### src/rtl/proc_pkg.sv
// Shared fetch-stage definitions: default widths, halt word and fetch FSM encodings.
package proc_pkg;

    localparam int ADDR_W_DEF = 7;
    localparam int DATA_W_DEF = 16;

    localparam logic [15:0] HALT_INSTR = 16'h3c00;

    localparam logic [1:0] ST_IDLE   = 2'd0;
    localparam logic [1:0] ST_FETCH  = 2'd1;
    localparam logic [1:0] ST_HALTED = 2'd2;

endpackage

### src/rtl/fetch_unit_if.sv
// Fetch bus: program RAM read port on one side, decode handshake and redirect on the other.
interface fetch_unit_if #(
    parameter int ADDR_W = 7,
    parameter int DATA_W = 16
);
    logic [ADDR_W-1:0] pc;
    logic              ram_read_en;
    logic [DATA_W-1:0] ram_dout;
    logic [DATA_W-1:0] instr;
    logic [ADDR_W-1:0] instr_pc;
    logic              instr_valid;
    logic              instr_ready;
    logic              redirect;
    logic [ADDR_W-1:0] redirect_pc;
    logic              halted;

    modport master (
        output pc, ram_read_en, instr, instr_pc, instr_valid, halted,
        input  ram_dout, instr_ready, redirect, redirect_pc
    );

    modport slave (
        input  pc, ram_read_en, instr, instr_pc, instr_valid, halted,
        output ram_dout, instr_ready, redirect, redirect_pc
    );
endinterface

### src/rtl/fetch_fifo.sv
// Prefetch FIFO; pointers carry an extra wrap bit so full and empty are distinguishable.
module fetch_fifo #(
    parameter int WIDTH = 23,
    parameter int DEPTH = 4
) (
    input  logic                     clk,
    input  logic                     rst_n,
    input  logic                     push,
    input  logic                     pop,
    input  logic                     flush,
    input  logic [WIDTH-1:0]         wdata,
    output logic [WIDTH-1:0]         rdata,
    output logic                     full,
    output logic                     empty,
    output logic [$clog2(DEPTH):0]   count
);
    localparam int AW = $clog2(DEPTH);

    logic [WIDTH-1:0] mem [DEPTH];
    logic [AW:0]      wr_ptr;
    logic [AW:0]      rd_ptr;

    always_ff @(posedge clk or negedge rst_n) begin
        if (!rst_n) begin
            wr_ptr <= '0;
            rd_ptr <= '0;
            for (int i = 0; i < DEPTH; i++) mem[i] <= '0;
        end else if (flush) begin
            wr_ptr <= '0;
            rd_ptr <= '0;
        end else begin
            if (push && !full) begin
                mem[wr_ptr[AW-1:0]] <= wdata;
                wr_ptr              <= wr_ptr + (AW+1)'(1);
            end
            if (pop && !empty) rd_ptr <= rd_ptr + (AW+1)'(1);
        end
    end

    assign rdata = mem[rd_ptr[AW-1:0]];
    assign empty = (wr_ptr == rd_ptr);
    assign full  = (wr_ptr[AW] != rd_ptr[AW]) && (wr_ptr[AW-1:0] == rd_ptr[AW-1:0]);
    assign count = wr_ptr - rd_ptr;
endmodule

### src/rtl/fetch_unit.sv
// Instruction fetch stage: issues program RAM reads, queues returned words, handles redirects.
// Define FETCH_HALT_DETECT_EN to stop fetching once the halt word is returned.
module fetch_unit
    import proc_pkg::*;
#(
    parameter int ADDR_W = ADDR_W_DEF,
    parameter int DATA_W = DATA_W_DEF,
    parameter int DEPTH  = 4
) (
    input  logic          clk,
    input  logic          rst_n,
    input  logic          start,
    fetch_unit_if.master  bus
);
    // state     | meaning
    // ST_IDLE   | after reset, waiting for start
    // ST_FETCH  | issuing reads while the FIFO has room
    // ST_HALTED | halt word seen, no reads until redirect
    localparam int CW = $clog2(DEPTH) + 1;

    logic [1:0]               state_q, state_d;
    logic [ADDR_W-1:0]        pc_q, tag_q;
    logic                     inflight_q, squash_q;
    logic [CW-1:0]            count;
    logic [CW:0]              occ;
    logic                     full, empty;
    logic                     push, pop, issue, halt_hit;
    logic [DATA_W+ADDR_W-1:0] head;

    // A response is dropped if a redirect happened when it was issued or arrives with one.
    assign push = inflight_q && !squash_q && !bus.redirect;

`ifdef FETCH_HALT_DETECT_EN
    assign halt_hit    = push && (bus.ram_dout == DATA_W'(HALT_INSTR));
    assign bus.halted  = (state_q == ST_HALTED);
`else
    assign halt_hit    = 1'b0;
    assign bus.halted  = 1'b0;
`endif

    assign occ   = {1'b0, count} + (CW+1)'(inflight_q);
    assign issue = (state_q == ST_FETCH) && (occ < (CW+1)'(DEPTH)) && !full && !halt_hit;
    assign pop   = !empty && bus.instr_ready;

    always_comb begin
        state_d = state_q;
        case (state_q)
            ST_IDLE:   if (start) state_d = ST_FETCH;
            ST_FETCH:  if (halt_hit) state_d = ST_HALTED;
            ST_HALTED: state_d = ST_HALTED;
            default:   state_d = ST_IDLE;
        endcase
        if (bus.redirect) state_d = ST_FETCH;
    end

    always_ff @(posedge clk or negedge rst_n) begin
        if (!rst_n) begin
            state_q    <= ST_IDLE;
            pc_q       <= '0;
            tag_q      <= '0;
            inflight_q <= 1'b0;
            squash_q   <= 1'b0;
        end else begin
            state_q    <= state_d;
            inflight_q <= issue;
            squash_q   <= bus.redirect;
            if (issue) tag_q <= pc_q;
            if (bus.redirect) pc_q <= bus.redirect_pc;
            else if (issue)   pc_q <= pc_q + ADDR_W'(1);
        end
    end

    fetch_fifo #(
        .WIDTH (DATA_W + ADDR_W),
        .DEPTH (DEPTH)
    ) u_fifo (
        .clk   (clk),
        .rst_n (rst_n),
        .push  (push),
        .pop   (pop),
        .flush (bus.redirect),
        .wdata ({bus.ram_dout, tag_q}),
        .rdata (head),
        .full  (full),
        .empty (empty),
        .count (count)
    );

    assign bus.pc          = pc_q;
    assign bus.ram_read_en = issue;
    assign bus.instr       = head[DATA_W+ADDR_W-1:ADDR_W];
    assign bus.instr_pc    = head[ADDR_W-1:0];
    assign bus.instr_valid = !empty;
endmodule

### src/flat_wrapper.sv
// flat-port wrapper written by rule: the top's interface ports become plain ports
module fetch_unit_flat import proc_pkg::*;
#(
    parameter int ADDR_W = ADDR_W_DEF,
    parameter int DATA_W = DATA_W_DEF,
    parameter int DEPTH  = 4
)
  (clk, rst_n, start, bus_pc, bus_ram_read_en, bus_instr, bus_instr_pc, bus_instr_valid, bus_halted, bus_ram_dout, bus_instr_ready, bus_redirect, bus_redirect_pc);
  fetch_unit_if #(.ADDR_W(ADDR_W), .DATA_W(DATA_W)) bus_i ();
  input  logic clk;
  input  logic rst_n;
  input  logic start;
  output wire logic [$bits(bus_i.pc)-1:0] bus_pc;
  output wire logic [$bits(bus_i.ram_read_en)-1:0] bus_ram_read_en;
  output wire logic [$bits(bus_i.instr)-1:0] bus_instr;
  output wire logic [$bits(bus_i.instr_pc)-1:0] bus_instr_pc;
  output wire logic [$bits(bus_i.instr_valid)-1:0] bus_instr_valid;
  output wire logic [$bits(bus_i.halted)-1:0] bus_halted;
  input wire logic [$bits(bus_i.ram_dout)-1:0] bus_ram_dout;
  input wire logic [$bits(bus_i.instr_ready)-1:0] bus_instr_ready;
  input wire logic [$bits(bus_i.redirect)-1:0] bus_redirect;
  input wire logic [$bits(bus_i.redirect_pc)-1:0] bus_redirect_pc;
  assign bus_pc = bus_i.pc;
  assign bus_ram_read_en = bus_i.ram_read_en;
  assign bus_instr = bus_i.instr;
  assign bus_instr_pc = bus_i.instr_pc;
  assign bus_instr_valid = bus_i.instr_valid;
  assign bus_halted = bus_i.halted;
  assign bus_i.ram_dout = bus_ram_dout;
  assign bus_i.instr_ready = bus_instr_ready;
  assign bus_i.redirect = bus_redirect;
  assign bus_i.redirect_pc = bus_redirect_pc;
  fetch_unit #(.ADDR_W(ADDR_W), .DATA_W(DATA_W), .DEPTH(DEPTH)) u_core (.clk(clk), .rst_n(rst_n), .start(start), .bus(bus_i));
endmodule
### config.mk
export PLATFORM = sky130hd
export DESIGN_NAME = fetch_unit_flat
export DESIGN_NICKNAME = d
export VERILOG_FILES = /design/src/rtl/proc_pkg.sv /design/src/rtl/fetch_unit_if.sv /design/src/rtl/fetch_fifo.sv /design/src/rtl/fetch_unit.sv /design/src/flat_wrapper.sv
export SDC_FILE = /design/constraint.sdc
export NUM_CORES = 1
export LEC_CHECK = 0
export BUFFER_PORTS_ARGS = -buffer_cell sky130_fd_sc_hd__buf_4
export CORE_UTILIZATION = 58
export DETAILED_ROUTE_END_ITERATION = 7
export MAX_ROUTING_LAYER = met4
export PLACE_DENSITY = 0.79
export SYNTH_ARGS = -nofsm -noshare
export SYNTH_HDL_FRONTEND = slang
export SYNTH_SLANG_ARGS = --single-unit
### constraint.sdc
create_clock -name clk -period 3 [get_ports clk]
set_input_delay 0.3 -clock clk [delete_from_list [all_inputs] [get_ports clk]]
set_output_delay 0.3 -clock clk [all_outputs]
set_load 0.01 [all_outputs]
* Word level (Yosys, flattened, before mapping)
Index checks and enable logic that the tools add are counted.
** Storage, ports and cells
- Register bits after elaboration :: 116
- Output and inout bits :: 33
- Logic and storage cells :: 64
** Operators by class
- Add/sub/neg operators :: 5
- Order comparisons :: 4
- Eq/ne operators :: 7
- Multiplexer cells :: 15
- Bitwise operators :: 3
- Reductions and logical operators :: 19
** Operator list (number)
- $bwmux 92 :: 1
- $mux 23 :: 3
- $bmux 23 s2 :: 1
- $demux 23 s2 :: 1
- $mux 7 :: 2
- $mux 3 :: 4
- $logic_and 1x1->1 :: 9
- $add 7x1->7 const B :: 1
- $add 3x1->3 const B :: 2
- $ge 3x3->1 const B :: 2
- $not 2->3 :: 2
- $pmux 2 s3 :: 1
- $reduce_bool 2->1 :: 3
- $add 3x1->4 :: 1
- $logic_not 1->1 :: 4
- $lt 4x3->1 const B :: 1
- $mux 2 :: 2
- $reduce_and 2->1 :: 2
- $eq 3x3->1 :: 1
- $lt 3x1->1 const B :: 1
- $ne 3x3->1 const B :: 1
- $sub 3x3->3 :: 1
- $eq 2x1->1 const B :: 1
- $eq 2x2->1 :: 1
- other kinds (5) :: 5

* Depth between registers and ports, before layout
- Depth after elaboration :: 7
- Depth in mapped cells :: 9
- Gate-level depth less buffers :: 7

* Hierarchy
A second synthesis with hierarchy kept.
** Unflattened totals
- Cell total of the unflattened synthesis :: 358
- Area, all modules :: 5416.4 um^2
** By module, submodules not included
- fetch_fifo :: times used 1, cells an instance 275, area an instance 4539.4 um^2, sequential area each 2452.4 um^2
- fetch_unit :: times used 1, cells an instance 83, area an instance 877.1 um^2, sequential area each 450.4 um^2

* Worst setup path after synthesis
No wires, ideal clock.
- Path kind :: reg2reg
- From :: reg u_core.u_fifo.rd_ptr[1]
- To :: reg u_core.pc_q[5] (netlist: u_core.bus.pc[5])
- Arrival :: 2546 ps
- Required time :: 2918 ps
- Setup slack :: 372 ps
- Cell stages (with the launch flop) :: 10
- Period minus slack after synthesis :: 2628 ps
- Cell sequence :: dfrtp_1 clkbuf_1 buf_1 inv_1 ha_1 a21bo_2 mux2_4 buf_6 or4_1 a31oi_1
** On the way
- Cells in the longest elaborated chain, start to end :: 6
- Elaborated cells on any way between the ends :: 9
- Those cells by class :: 2 x add/sub; 1 x order compare; 1 x eq/ne; 5 x reduce/logical
** RTL lines
- start: declaration :: RTL line fetch_fifo.sv:21 : logic [AW:0] rd_ptr;
- start signal: assignment :: RTL line fetch_fifo.sv:36 : if (pop && !empty) rd_ptr <= rd_ptr + (AW+1)'(1);
- $sub 3x3->3 :: RTL line fetch_fifo.sv:43 : assign count = wr_ptr - rd_ptr;
- $add 3x1->4 :: RTL line fetch_unit.sv:41 : assign occ = {1'b0, count} + (CW+1)'(inflight_q);
- $lt 4x3->1 :: RTL line fetch_unit.sv:42 : assign issue = (state_q == ST_FETCH) && (occ < (CW+1)'(DEPTH)) && !full && !halt_hit;
- $logic_and 1x1->1 :: RTL line fetch_unit.sv:42
- $logic_and 1x1->1 * :: RTL line fetch_unit.sv:42
- $reduce_bool 2->1 (no source line) *
- end signal: assignment :: RTL line fetch_unit.sv:68 : if (bus.redirect) pc_q <= bus.redirect_pc;
- end signal: assignment :: RTL line fetch_unit.sv:69 : else if (issue) pc_q <= pc_q + ADDR_W'(1);
- end: declaration :: RTL line fetch_unit.sv:22 : logic [ADDR_W-1:0] pc_q, tag_q;
Mark *: on every way between the ends. The rest lies on a longest branch, timed or not.
A chain may end at the register's enable or synchronous reset.

* Final worst setup path
- From :: reg u_core.u_fifo.wr_ptr[0]
- To :: out bus_ram_read_en
** On the way
- Cells in the longest elaborated chain, start to end :: 5
- Elaborated cells on any way between the ends :: 8
- Those cells by class :: 2 x add/sub; 1 x order compare; 1 x eq/ne; 4 x reduce/logical
** RTL lines
- start: declaration :: RTL line fetch_fifo.sv:20 : logic [AW:0] wr_ptr;
- start signal: assignment :: RTL line fetch_fifo.sv:34 : wr_ptr <= wr_ptr + (AW+1)'(1);
- $sub 3x3->3 :: RTL line fetch_fifo.sv:43
- $add 3x1->4 :: RTL line fetch_unit.sv:41
- $lt 4x3->1 :: RTL line fetch_unit.sv:42
- $logic_and 1x1->1 :: RTL line fetch_unit.sv:42
- $logic_and 1x1->1 * :: RTL line fetch_unit.sv:42
- end: declaration :: RTL line flat_wrapper.sv:14 : output wire logic [$bits(bus_i.ram_read_en)-1:0] bus_ram_read_en;
Marked as above.

==> summary.txt <==
Outcome
  • Status: complete, no violations

STA
  • Rel. slew slack: 40.52%
  • Final Hold Vio Count: 0
  • Final setup viols: 0
  • Max Transition Viols Final: 0
  • Clock skew: 10.39 ps
  • RSZ-0062 raised after global routing: no
  • Worst Tran Pin Value: 892.2 ps
  • Final worst-path cycle share: 92.77%
  • TNS Setup: 0 ps
  • Max Freq: 359.3 MHz
  • Post-route minimum period: 2783 ps

Logic synthesis
  • Count of cell types in the netlist: 40
  • Top-count cell post-synth: dfrtp_1
  • Cells after Synth: 341
  • Synth top area cells: dfrtp_1, mux2_2, mux4_2
  • Post-synth top area share: 55.62%
  • Seq/Total Area, Yosys: 55.62%
  • EDFF count, synth: 0
  • Dominant synthesized flop cell: dfrtp_1
  • FFs w/ async S/R, synth: 100.0%
  • Syn Nets: 378
  • Most area-hungry cell type in the Yosys netlist: dfrtp_1
  • Mapped cell area: 5219 um2
  • Average cell area after synthesis: 15.30 um2
  • Synth cell count leaders: dfrtp_1, mux2_2, mux4_2, nor2_1, buf_2
  • #FFs+latches synth: 116
  • Synth warnings: 0

Finish
  • Final net count: 447
  • Area Growth Syn to Fin: 22.70%
  • Number of antenna diodes: 0
  • Share of layout cells above drive strength 1: 51.66%
  • Fillers: 560
  • Final Cell Area: 6404 um2

CTS
  • Clock-pin slew on the worst setup and hold paths: 50 ps
  • CTS tree: built
  • Max clock buf depth: 2
  • Total CTS buffers: 17
  • Worst skew pair latency: 500 ps
  • Clock net sink count: 116
  • H-Tree Depth: 4
  • Clk root buf: clkbuf_8

Placement
  • Port Buf Inserts: 59
  • Post-DP HPWL: 6223 um
  • GPL Wtd Cong: 0.7824
  • Placed cell area: 5776 um2

Power and ir drop
  • Total power: 7.081 mW
  • Internal power: 5.023 mW
  • Power share of the combinational group: 34.6%
  • PD cells: 1106 nW/um2
  • LEAKAGE: 2.915 nW
  • Clk pwr share: 28.5%
  • Switching power: 2.058 mW
  • Sw Ratio: 29.06%
  • Reg power frac: 36.9%
  • Peak supply drop: 0.6967 mV

Setup path
  • Max FO, Critical Path: 4
  • Crit Reg-Reg Startpoint: u_core.u_fifo.wr_ptr[0]$_DFFE_PN0P_
  • Worst Setup SP: u_core.u_fifo.wr_ptr[0]$_DFFE_PN0P_
  • CP Launch Type: register
  • Reg2Reg Capture Point: u_core.bus.pc[4]$_DFFE_PN0P_
  • Worst Setup End Kind: output pin
  • Cell depth of the worst flop-to-flop path: 7
  • Worst setup path class: reg -> out
  • R2R Setup Slk: 550 ps
  • Crit path arrival time: 2480 ps
  • CP required: 2700 ps
  • Setup crit end: bus_ram_read_en

GRT
  • First-pass GRT wire length: 17070 um
  • Largest net degree at the start of global routing: 72
  • Tot GR Track Use: 24.51%
  • Grt ovf: 0
  • Vias in the first global route: 3397
  • Initial antenna violation count: 0

Floorplan
  • I/O pin total: 61
  • Initial Util: 59.84%
  • Num rows: 34
  • Core area: 8721 um2
  • Die X: 96.86 um
  • Height of the die: 96.86 um
  • Die Footprint: 9381 um2

Hold path
  • Hold WC Path Type: in -> reg

Detailed routing
  • Total wire length: 10260 um
  • DR pass1 iterations: 4
  • Via count: 3128
  • DR WL/cell: 19.36 um
  • 1st-iter DRT viols: 102
  • Vias per cell: 5.902
  • Post-route ant nets: 0
  • Residual DRC: 0

Flow run
  • MaxCap Viol Count: 0
## layout by cell type (no fill, tap or decap), drive strengths merged, types with 2 or more instances in the layout
cell type / count
a31oi: 4
buf: 68
bufinv: 4
clkbuf: 21
clkinv: 5
dfrtp: 116
ha: 8
inv: 5
mux2: 100
mux2i: 3
mux4: 23
nand2: 8
nand3: 4
nor2: 11
nor2b: 3
nor4: 2
o211ai: 2
o21ai: 5
o31a: 2
o31ai: 3
or4: 3
xnor2: 2
xor2: 4
## routing by layer
metal  wire, um  share of wire, %  GRT usage [%]
met4         56              0.55          8.037
met3        391               3.8          5.636
met2       5133                50          37.43
met1       4677                46          32.96
met5          0                 0              -
## flip-flops by register name, summed over array words and instances, names as in the netlist
signal and count:
u_core.u_fifo.rd_ptr 3, u_core.tag_q 7, u_core.inflight_q 1, u_core.bus.pc 7, u_core.u_fifo.mem 92, u_core.u_fifo.wr_ptr 3
u_core.state_q 2, u_core.squash_q 1
## worst min path at each step
stage	from	end	slack [ps]	depth (start not counted)
after floorplan	rst_n	u_core.bus.pc[0]$_DFFE_PN0P_	4	0
after global placement	u_core.state_q[0]$_DFFE_PN0P_	u_core.state_q[1]$_DFFE_PN0P_	440	1
after detailed placement	u_core.state_q[0]$_DFFE_PN0P_	u_core.state_q[1]$_DFFE_PN0P_	460	1
after CTS	bus_redirect	u_core.squash_q$_DFF_PN0_	4	1
after global routing	bus_redirect	u_core.squash_q$_DFF_PN0_	7	1
final	bus_redirect	u_core.squash_q$_DFF_PN0_	30	1
## logic make-up after synthesis
| kind of cell | after synthesis | synth area share [%] |
|---|---|---|
| xor gates and xnor gates | 6 | 1.007 |
| muxes | 126 | 32.15 |
| and+or+nand+nor | 38 | 3.741 |
| DFF | 116 | 55.62 |
| adders and majority gates | 9 | 2.302 |
| other | 1 | 0.07186 |
| AOI/OAI and AO/OA | 21 | 2.925 |
| buffers and inverters | 24 | 2.182 |
## power by group through the flow
stage                     sequential [mW]  clock (mW)  combinational [mW]
after global placement               2.56           0                2.35
after global routing                 2.69        2.12                2.65
after detailed placement             2.61           0                2.42
after floorplan                      2.48           0                1.65
final                                2.61        2.02                2.45
after CTS                            2.61        2.04                2.48
## what timing repair did
item / CTS / global route
setup buffers: 1 / 0
endpoints found under the hold margin: 70 / 0
setup endpoints to repair: 1 / 1
hold buffers: 1 / 0
resized for setup: 2 / 1
## worst max-delay path, cell delays in order (launching register included)
cell	delay, ps
dfrtp_1	390
inv_1	120
ha_1	240
fa_1	490
or3b_4	450
nand3_4	100
inv_1	60
buf_4	140
## final cells by class
class,count,area (um2),share of cell area [%]
tap,108,135.1,2.110
timing repair buffer,69,533.0,8.324
clock inverter,10,156.4,2.442
multi-input combinational,201,2217,34.62
clock buffer,21,439.2,6.858
sequential,116,2904,45.35
inverter,5,18.77,0.2931
## per-stage QoR
stage / util, % / hold slack [ps] / setup slack, ps / std cells
4_1_cts: 73.40 / 4.097 / 105.7 / 530
2_1_floorplan: - / 4.409 / 371.8 / 341
5_1_grt: 73.43 / 7.427 / 109.2 / 530
3_5_place_dp: 66.23 / 457.2 / 387.0 / 497
3_3_place_gp: 66.23 / 436.0 / 444.6 / 497
6_report: 73.43 / 28.59 / 217.0 / 530
Power figures use the tool's default switching activity.
